--- config.mk ---
export PLATFORM = sky130hd
export DESIGN_NAME = encoder_step_arbiter
export DESIGN_NICKNAME = d
export VERILOG_FILES = /design/src/rtl/encoder_step_arbiter.sv
export SDC_FILE = /design/constraint.sdc
export NUM_CORES = 1
export LEC_CHECK = 0
export ABC_CLOCK_PERIOD_IN_PS = 4000
export BUFFER_PORTS_ARGS = -buffer_cell sky130_fd_sc_hd__buf_2
export CORE_MARGIN = 2
export CORE_UTILIZATION = 60
export DETAILED_ROUTE_END_ITERATION = 12
export PLACE_DENSITY = 0.83
export SLEW_MARGIN = 10
export SYNTH_ARGS = -nofsm -noshare
export SYNTH_HDL_FRONTEND = slang
export SYNTH_SLANG_ARGS = --single-unit
--- constraint.sdc ---
create_clock -name clk -period 4 [get_ports clk]
set_input_delay 0.8 -clock clk [delete_from_list [all_inputs] [get_ports clk]]
set_output_delay 0.8 -clock clk [all_outputs]
set_load 0.02 [all_outputs]
--- src/rtl/encoder_step_arbiter.sv ---
// encoder_step_arbiter: per-channel signed pending-step counters feeding a
// single round-robin grant per cycle that moves one channel value by INC_STEP.
module encoder_step_arbiter #(
    parameter int DATA_LEN = 8,
    parameter int INC_STEP = 1,
    parameter int N_CH     = 3,
    parameter int PEND_W   = 4,
    parameter int WRAP     = 0
) (
    input  logic                       clk,
    input  logic                       reset_n,
    input  logic [N_CH-1:0]            step_up,
    input  logic [N_CH-1:0]            step_dn,
    input  logic [N_CH-1:0]            clear,
    output logic [N_CH*DATA_LEN-1:0]   value,
    output logic [N_CH-1:0]            upd,
    output logic [N_CH-1:0]            drop,
    output logic                       busy
);

    localparam int PTR_W = (N_CH > 2) ? $clog2(N_CH) : 1;
    localparam bit SAT   = (WRAP == 0);
    localparam logic [DATA_LEN:0]        INC_EXT = (DATA_LEN+1)'(INC_STEP);
    localparam logic signed [PEND_W+1:0] P_ONE   = (PEND_W+2)'(1);
    localparam logic signed [PEND_W+1:0] P_MAX   = (PEND_W+2)'((1 << (PEND_W-1)) - 1);
    localparam logic signed [PEND_W+1:0] P_MIN   = (PEND_W+2)'(-(1 << (PEND_W-1)));

    logic        [DATA_LEN-1:0] r_val  [N_CH];
    logic signed [PEND_W-1:0]   r_pend [N_CH];
    logic        [N_CH-1:0]     r_upd;
    logic        [N_CH-1:0]     r_drop;
    logic        [PTR_W-1:0]    r_ptr;

    logic        [DATA_LEN-1:0] w_val_nxt  [N_CH];
    logic signed [PEND_W-1:0]   w_pend_nxt [N_CH];
    logic        [N_CH-1:0]     w_upd_nxt;
    logic        [N_CH-1:0]     w_drop_nxt;
    logic        [N_CH-1:0]     w_cand;
    logic        [N_CH-1:0]     w_grant;
    logic        [PTR_W-1:0]    w_gidx;
    logic                       w_any;

    // Candidates: registered pending work on a channel not being cleared.
    always_comb begin
        for (int i = 0; i < N_CH; i++) begin
            w_cand[i] = (r_pend[i] != '0) && !clear[i];
        end
    end

    // Round-robin search from r_ptr upward; first candidate wins.
    always_comb begin
        int idx;
        w_grant = '0;
        w_gidx  = '0;
        w_any   = 1'b0;
        idx     = 0;
        for (int o = 0; o < N_CH; o++) begin
            idx = int'(r_ptr) + o;
            if (idx >= N_CH) idx = idx - N_CH;
            if (!w_any && w_cand[idx]) begin
                w_any        = 1'b1;
                w_gidx       = PTR_W'(idx);
                w_grant[idx] = 1'b1;
            end
        end
    end

    // Per-channel next value, pending count and drop flag.
    always_comb begin
        logic signed [PEND_W+1:0] ps;
        logic        [DATA_LEN:0] ext;
        logic        [DATA_LEN-1:0] nv;
        for (int i = 0; i < N_CH; i++) begin
            w_val_nxt[i]  = r_val[i];
            w_pend_nxt[i] = r_pend[i];
            w_upd_nxt[i]  = 1'b0;
            w_drop_nxt[i] = r_drop[i];
            ps  = {{2{r_pend[i][PEND_W-1]}}, r_pend[i]};
            ext = '0;
            nv  = r_val[i];
            if (step_up[i]) ps = ps + P_ONE;
            if (step_dn[i]) ps = ps - P_ONE;
            if (w_grant[i]) begin
                // A granted channel always has nonzero pend, so the sign bit alone picks direction.
                if (!r_pend[i][PEND_W-1]) begin
                    ps  = ps - P_ONE;
                    ext = {1'b0, r_val[i]} + INC_EXT;
                    nv  = (ext[DATA_LEN] && SAT) ? '1 : ext[DATA_LEN-1:0];
                end else begin
                    ps  = ps + P_ONE;
                    ext = {1'b0, r_val[i]} - INC_EXT;
                    nv  = (ext[DATA_LEN] && SAT) ? '0 : ext[DATA_LEN-1:0];
                end
                w_upd_nxt[i] = (nv != r_val[i]);
                w_val_nxt[i] = nv;
            end
            if (ps > P_MAX) begin
                w_pend_nxt[i] = P_MAX[PEND_W-1:0];
                w_drop_nxt[i] = 1'b1;
            end else if (ps < P_MIN) begin
                w_pend_nxt[i] = P_MIN[PEND_W-1:0];
                w_drop_nxt[i] = 1'b1;
            end else begin
                w_pend_nxt[i] = ps[PEND_W-1:0];
            end
            if (clear[i]) begin
                w_val_nxt[i]  = '0;
                w_pend_nxt[i] = '0;
                w_upd_nxt[i]  = 1'b0;
                w_drop_nxt[i] = 1'b0;
            end
        end
    end

    // Channel state registers.
    always_ff @(posedge clk or negedge reset_n) begin
        if (!reset_n) begin
            for (int i = 0; i < N_CH; i++) begin
                r_val[i]  <= '0;
                r_pend[i] <= '0;
            end
            r_upd  <= '0;
            r_drop <= '0;
        end else begin
            for (int i = 0; i < N_CH; i++) begin
                r_val[i]  <= w_val_nxt[i];
                r_pend[i] <= w_pend_nxt[i];
            end
            r_upd  <= w_upd_nxt;
            r_drop <= w_drop_nxt;
        end
    end

    // Round-robin pointer moves just past the granted channel.
    always_ff @(posedge clk or negedge reset_n) begin
        if (!reset_n) begin
            r_ptr <= '0;
        end else if (w_any) begin
            r_ptr <= (w_gidx == PTR_W'(N_CH-1)) ? '0 : w_gidx + 1'b1;
        end
    end

    // Output packing and busy from registered pend.
    always_comb begin
        busy = 1'b0;
        for (int i = 0; i < N_CH; i++) begin
            value[i*DATA_LEN +: DATA_LEN] = r_val[i];
            busy = busy | (r_pend[i] != '0);
        end
    end

    assign upd  = r_upd;
    assign drop = r_drop;

endmodule

* Word-level counts from Yosys, hierarchy flattened *
Cells that the tools add are included.

word-level totals
  flip-flop bits (word level) = 44
  latch bits = 0
  bits in writable memories = 0
  bits in read-only memories = 0
  input bits = 11
  logic and storage cells = 162
  memories = 0

cells by class
  $add $sub $neg = 24
  multiply operators = 0
  div/mod/pow operators = 0
  $lt $le $gt $ge = 15
  equality and inequality tests = 4
  shift-type cells = 0
  muxes and demuxes = 82
  bitwise logic cells = 4
  reductions and logical operators = 22

operator list
  kind                   number
  $mux W8                18
  $ge A32 B1 Y1 const B  3
  $lt A32 B4 Y1 const B  3
  $mux W32               3
  $mux W6                12
  $mux W4                9
  $sub A6 B2 Y6 const B  6
  $add A8 B1 Y9 const B  3
  $mux W1                27
  $sub A8 B1 Y9 const B  3
  $ne A8 B8 Y1           3
  $add A6 B2 Y6 const B  3
  $gt A6 B4 Y1 const B   3
  $lt A6 B4 Y1 const B   3
  $add A4 B2 Y5 const B  3
  $reduce_bool A4 Y1     3
  $mux W3                3
  $reduce_bool A3 Y1     3
  $logic_and A1 B1 Y1    8
  $mux W2                4
  $sub A3 B2 Y4 const B  2
  $bmux W1 S2            3
  $demux W1 S2           3
  $ge A3 B2 Y1 const B   2
  other kinds (10)       18

* Longest topological paths before layout *
  word-level depth = 17
  gate-level depth with buffers = 16

* Worst setup path after synthesis *
OpenSTA, ideal clock, no wires.

  kind = input to register
  start point = input port step_up[1]
  end point = register r_drop[1] (netlist: drop[1])
  library setup time = 104 ps
  arrival time = 3,520 ps
  path slack = 376 ps
  cell stages on the path = 13
  path buffers = 1
  cell sequence = buf_2 > mux2i_1 > ha_1 > nand2_1 > nor4b_1 > or2_2 > ha_1 > and3_1 > a2111oi_0 > nand3_1 > o21a_1 > or2_0 > o311ai_1

on the way
  word-level cells in the longest chain between the ends = 9

ends and longest elaborated chain
  item                                                   line    source
  start: declaration                                     12      input logic [N_CH-1:0] step_up,
  $mux W6 *                                              81      if (step_up[i]) ps = ps + P_ONE;
  $sub A6 B2 Y6                                          82      if (step_dn[i]) ps = ps - P_ONE;
  $mux W6 *                                              82
  $sub A6 B2 Y6 / $add A6 B2 Y6 (equally long branches)  86, 90
  $mux W6                                                85      if (!r_pend[i][PEND_W-1]) begin
  $mux W6 *                                              83      if (w_grant[i]) begin
  $gt A6 B4 Y1                                           97      if (ps > P_MAX) begin
  $mux W1                                                97
  $mux W1                                                106     if (clear[i]) begin
  end signal: assignment                                 130     r_drop <= w_drop_nxt;
  end: declaration                                       31      logic [N_CH-1:0] r_drop;

Mark *: on every way between the ends. The rest lies on a longest branch, timed or not.
A chain may end at the register's enable or synchronous reset.

==> impl_metrics.json <==
{
  "status": "finished clean",
  "async_reset_ff_share_pct": 100.0,
  "synthesis.instances": 624,
  "vdd.ir_drop.worst_mv": 0.6719,
  "post-route-util_pct": 66.48,
  "cts_max_path_buffers": 2,
  "ys_seq_area_share_pct": 22.66,
  "placementRows": 32,
  "grt_max_degree": 45,
  "critPathCaptureType": "flip-flop",
  "fin_nets": 686,
  "grt_antenna_before_repair": 0,
  "worst_ep_arrival_time_ps": 3850,
  "io_buffers": 41,
  "min_period_ps": 3701,
  "wl_per_cell_um": 15.94,
  "synth_edf_count": 0,
  "dieArea_um2": 8835,
  "grt-ovfl-total": 0,
  "cts.sink_count": 44,
  "clk_pin_slew_ps": 90,
  "avgSynthCellArea_um2": 7.788,
  "rsz0062_at_grt": "no",
  "fin_crit_sh_pct": 92.53,
  "cts_buffers": 5,
  "ant_nets": 0,
  "antennaDiodeCount": 0,
  "dp_hpwl_um": 8545,
  "wl_um": 11840,
  "maxSlewHeadroom_pct": 30.22,
  "cts_setup_buffers": 0,
  "vias": 4763,
  "powerDensity_nw_per_um2": 931.6,
  "die_h_um": 94.00,
  "drc": 0,
  "place_congestion": 0.9781,
  "critPathKind": "reg2reg",
  "required_ps": 4150,
  "hp-class": "reg2reg",
  "grt_pass1_vias": 4399,
  "synth_area_leaders": "dfrtp_1 23%, ha_1 8.0%, nand2_1 4.2%",
  "viasPerCell": 6.410,
  "insertion_delay_ps": 300,
  "start_util_pct": 62.56,
  "grt_pass1_wl_um": 19950,
  "skew_ps": 15.31,
  "cts-root-buf": "clkbuf_8",
  "hold_viol_final": 0,
  "netlist.area_leader.share_pct": 22.66,
  "synth_flop_cell": "dfrtp_1",
  "syn_nets": 669,
  "synth-seq-cells": 44,
  "slew_violations": 0,
  "tightestPinTransition_ps": 1047,
  "area_growth_pct": 6.256,
  "final-setup-viol-count": 0,
  "yosysTopAreaCell": "dfrtp_1",
  "coreArea_um2": 7767,
  "yosys.cell_types.count": 87,
  "first_pass_iters": 5,
  "fill_cells": 685,
  "fmax_ghz": 0.2702,
  "cp_max_fo": 8,
  "ios": 42,
  "finalSetupTns_ps": 0,
  "ys_warn_count": 0,
  "layout-drive-gt1-share_pct": 12.79,
  "netlist_area_um2": 4860,
  "fp.dieW_um": 94.00,
  "htreeDepth": 2,
  "start_kind": "flip-flop",
  "maxCapViolCount": 0,
  "power_leakage_uw": 0.002268,
  "cts_tree": "yes",
  "drt_iter0_drc": 270,
  "grt_util_all_layers_pct": 27.30
}
[power breakdown]
part | switching, uW | internal [uW] | total (uW)
clock | 163 | 119 | 282
combinational | 2170 | 1500 | 3670
sequential | 260 | 600 | 860
[placed cells by master, fill, tap and decap left out, types with 9 or more instances in the layout]
| master | count |
|---|---|
| a211oi_1 | 11 |
| a21oi_1 | 38 |
| a31oi_1 | 9 |
| buf_2 | 41 |
| dfrtp_1 | 43 |
| ha_1 | 31 |
| inv_1 | 31 |
| mux2i_1 | 14 |
| nand2_1 | 54 |
| nand3_1 | 37 |
| nor2_1 | 49 |
| nor3_1 | 34 |
| o21ai_0 | 37 |
| or3_1 | 10 |
| xnor2_1 | 22 |
| xor2_1 | 16 |
[sequential cells by signal (all words and copies together) (netlist names)]
| register | flops |
|---|---|
| drop | 3 |
| r_ptr | 2 |
| value | 24 |
| upd | 3 |
| r_pend | 12 |
[path summary, 6_finish.rpt]
check / depth (start not counted) / startpoint / slack (ps) / endpoint
worst max-delay path: 15 / r_pend[0] / 300 / r_pend[1]
worst min-delay path: 2 / drop[1] / 550 / drop[1]
worst max register to register: 15 / r_pend[0] / 300 / r_pend[1]
worst min register to register: 2 / drop[1] / 550 / drop[1]
max in group asynchronous: 1 / reset_n / 2620 / r_pend[4]
min in group asynchronous: 1 / reset_n / 670 / value[9]
[Yosys cell counts (3+ instances only)]
library cell	number
nand3b_1	4
nor3_1	34
nor4_1	5
o2111ai_1	4
ha_1	31
a21o_1	5
dfrtp_1	44
nand2_1	54
o31ai_1	5
o21ai_0	37
o311ai_1	3
o311a_1	3
nor3_2	3
or3_1	10
fa_1	3
buf_2	8
nand3_1	37
mux2i_1	14
a211oi_1	11
o211ai_1	8
a31oi_1	9
clkbuf_1	24
nand4_1	8
and3_1	8
xnor2_1	22
o21a_1	4
o22ai_1	8
a21oi_1	38
inv_1	31
nor2_1	49
and2_1	7
o211a_1	3
or2_2	6
xor2_1	16
[final cells by class]
cell class,instances,area (um^2),share of cell area [%]
clock inverters,2,12.51,0.2423
flip-flops and latches,44,1102,21.35
multi-input cells,510,3478,67.36
inverters,33,123.9,2.399
clock buffers,5,68.82,1.333
well taps,102,127.6,2.472
repair buffers,47,250.2,4.846
[stage by stage]
step                      total power [uW]  worst slack [ps]  cell area, um^2  std cells  hold WS, ps
after detailed placement              4462             86.37             5069        736        501.9
after CTS                             4753             251.8             5150        743        525.0
after global routing                  5282             5.727             5164        743        596.4
after floorplan                       3745             376.3             4860        624        504.4
final                                 4811             298.6             5164        743        547.8
after global placement                4307             215.3             5069        736        521.6
[worst max-delay path, cell delays in order (launching register included)]
cell and delay [ps]:
dfrtp_1 500, inv_1 80, ha_1 300, mux2i_1 250, ha_1 210, nand2_1 80
o32ai_1 320, or2_2 180, ha_1 260, nand3b_1 100, o21ai_0 80, a211oi_1 240
o211ai_1 160, xor2_1 180, o311ai_1 450, o22ai_1 170
[cell families after synthesis]
group / Yosys count / synth area share, %
AOI/OAI and AO/OA: 172 / 24.31
xor gates and xnor gates: 41 / 8.136
adders and majority gates: 35 / 9.423
buffers and inverters: 70 / 6.025
DFF: 44 / 22.66
muxes: 15 / 3.115
and+or+nand+nor: 247 / 26.34
[routing by layer]
metal / global-route usage [%] / vias up / part of all wire (%)
met4: 6.522 / 0 / 0.83
met1: 36.37 / 2268 / 46
met3: 3.612 / 12 / 4.6
met2: 46.96 / 141 / 49
met5: 0 / - / 0
li1: - / 2342 / -
[repair_timing]
action	in CTS	in global routing
hold buffers	0	0
setup endpoints to repair	0	4
gates resized for setup	0	3
Power figures use the tool's default switching activity.
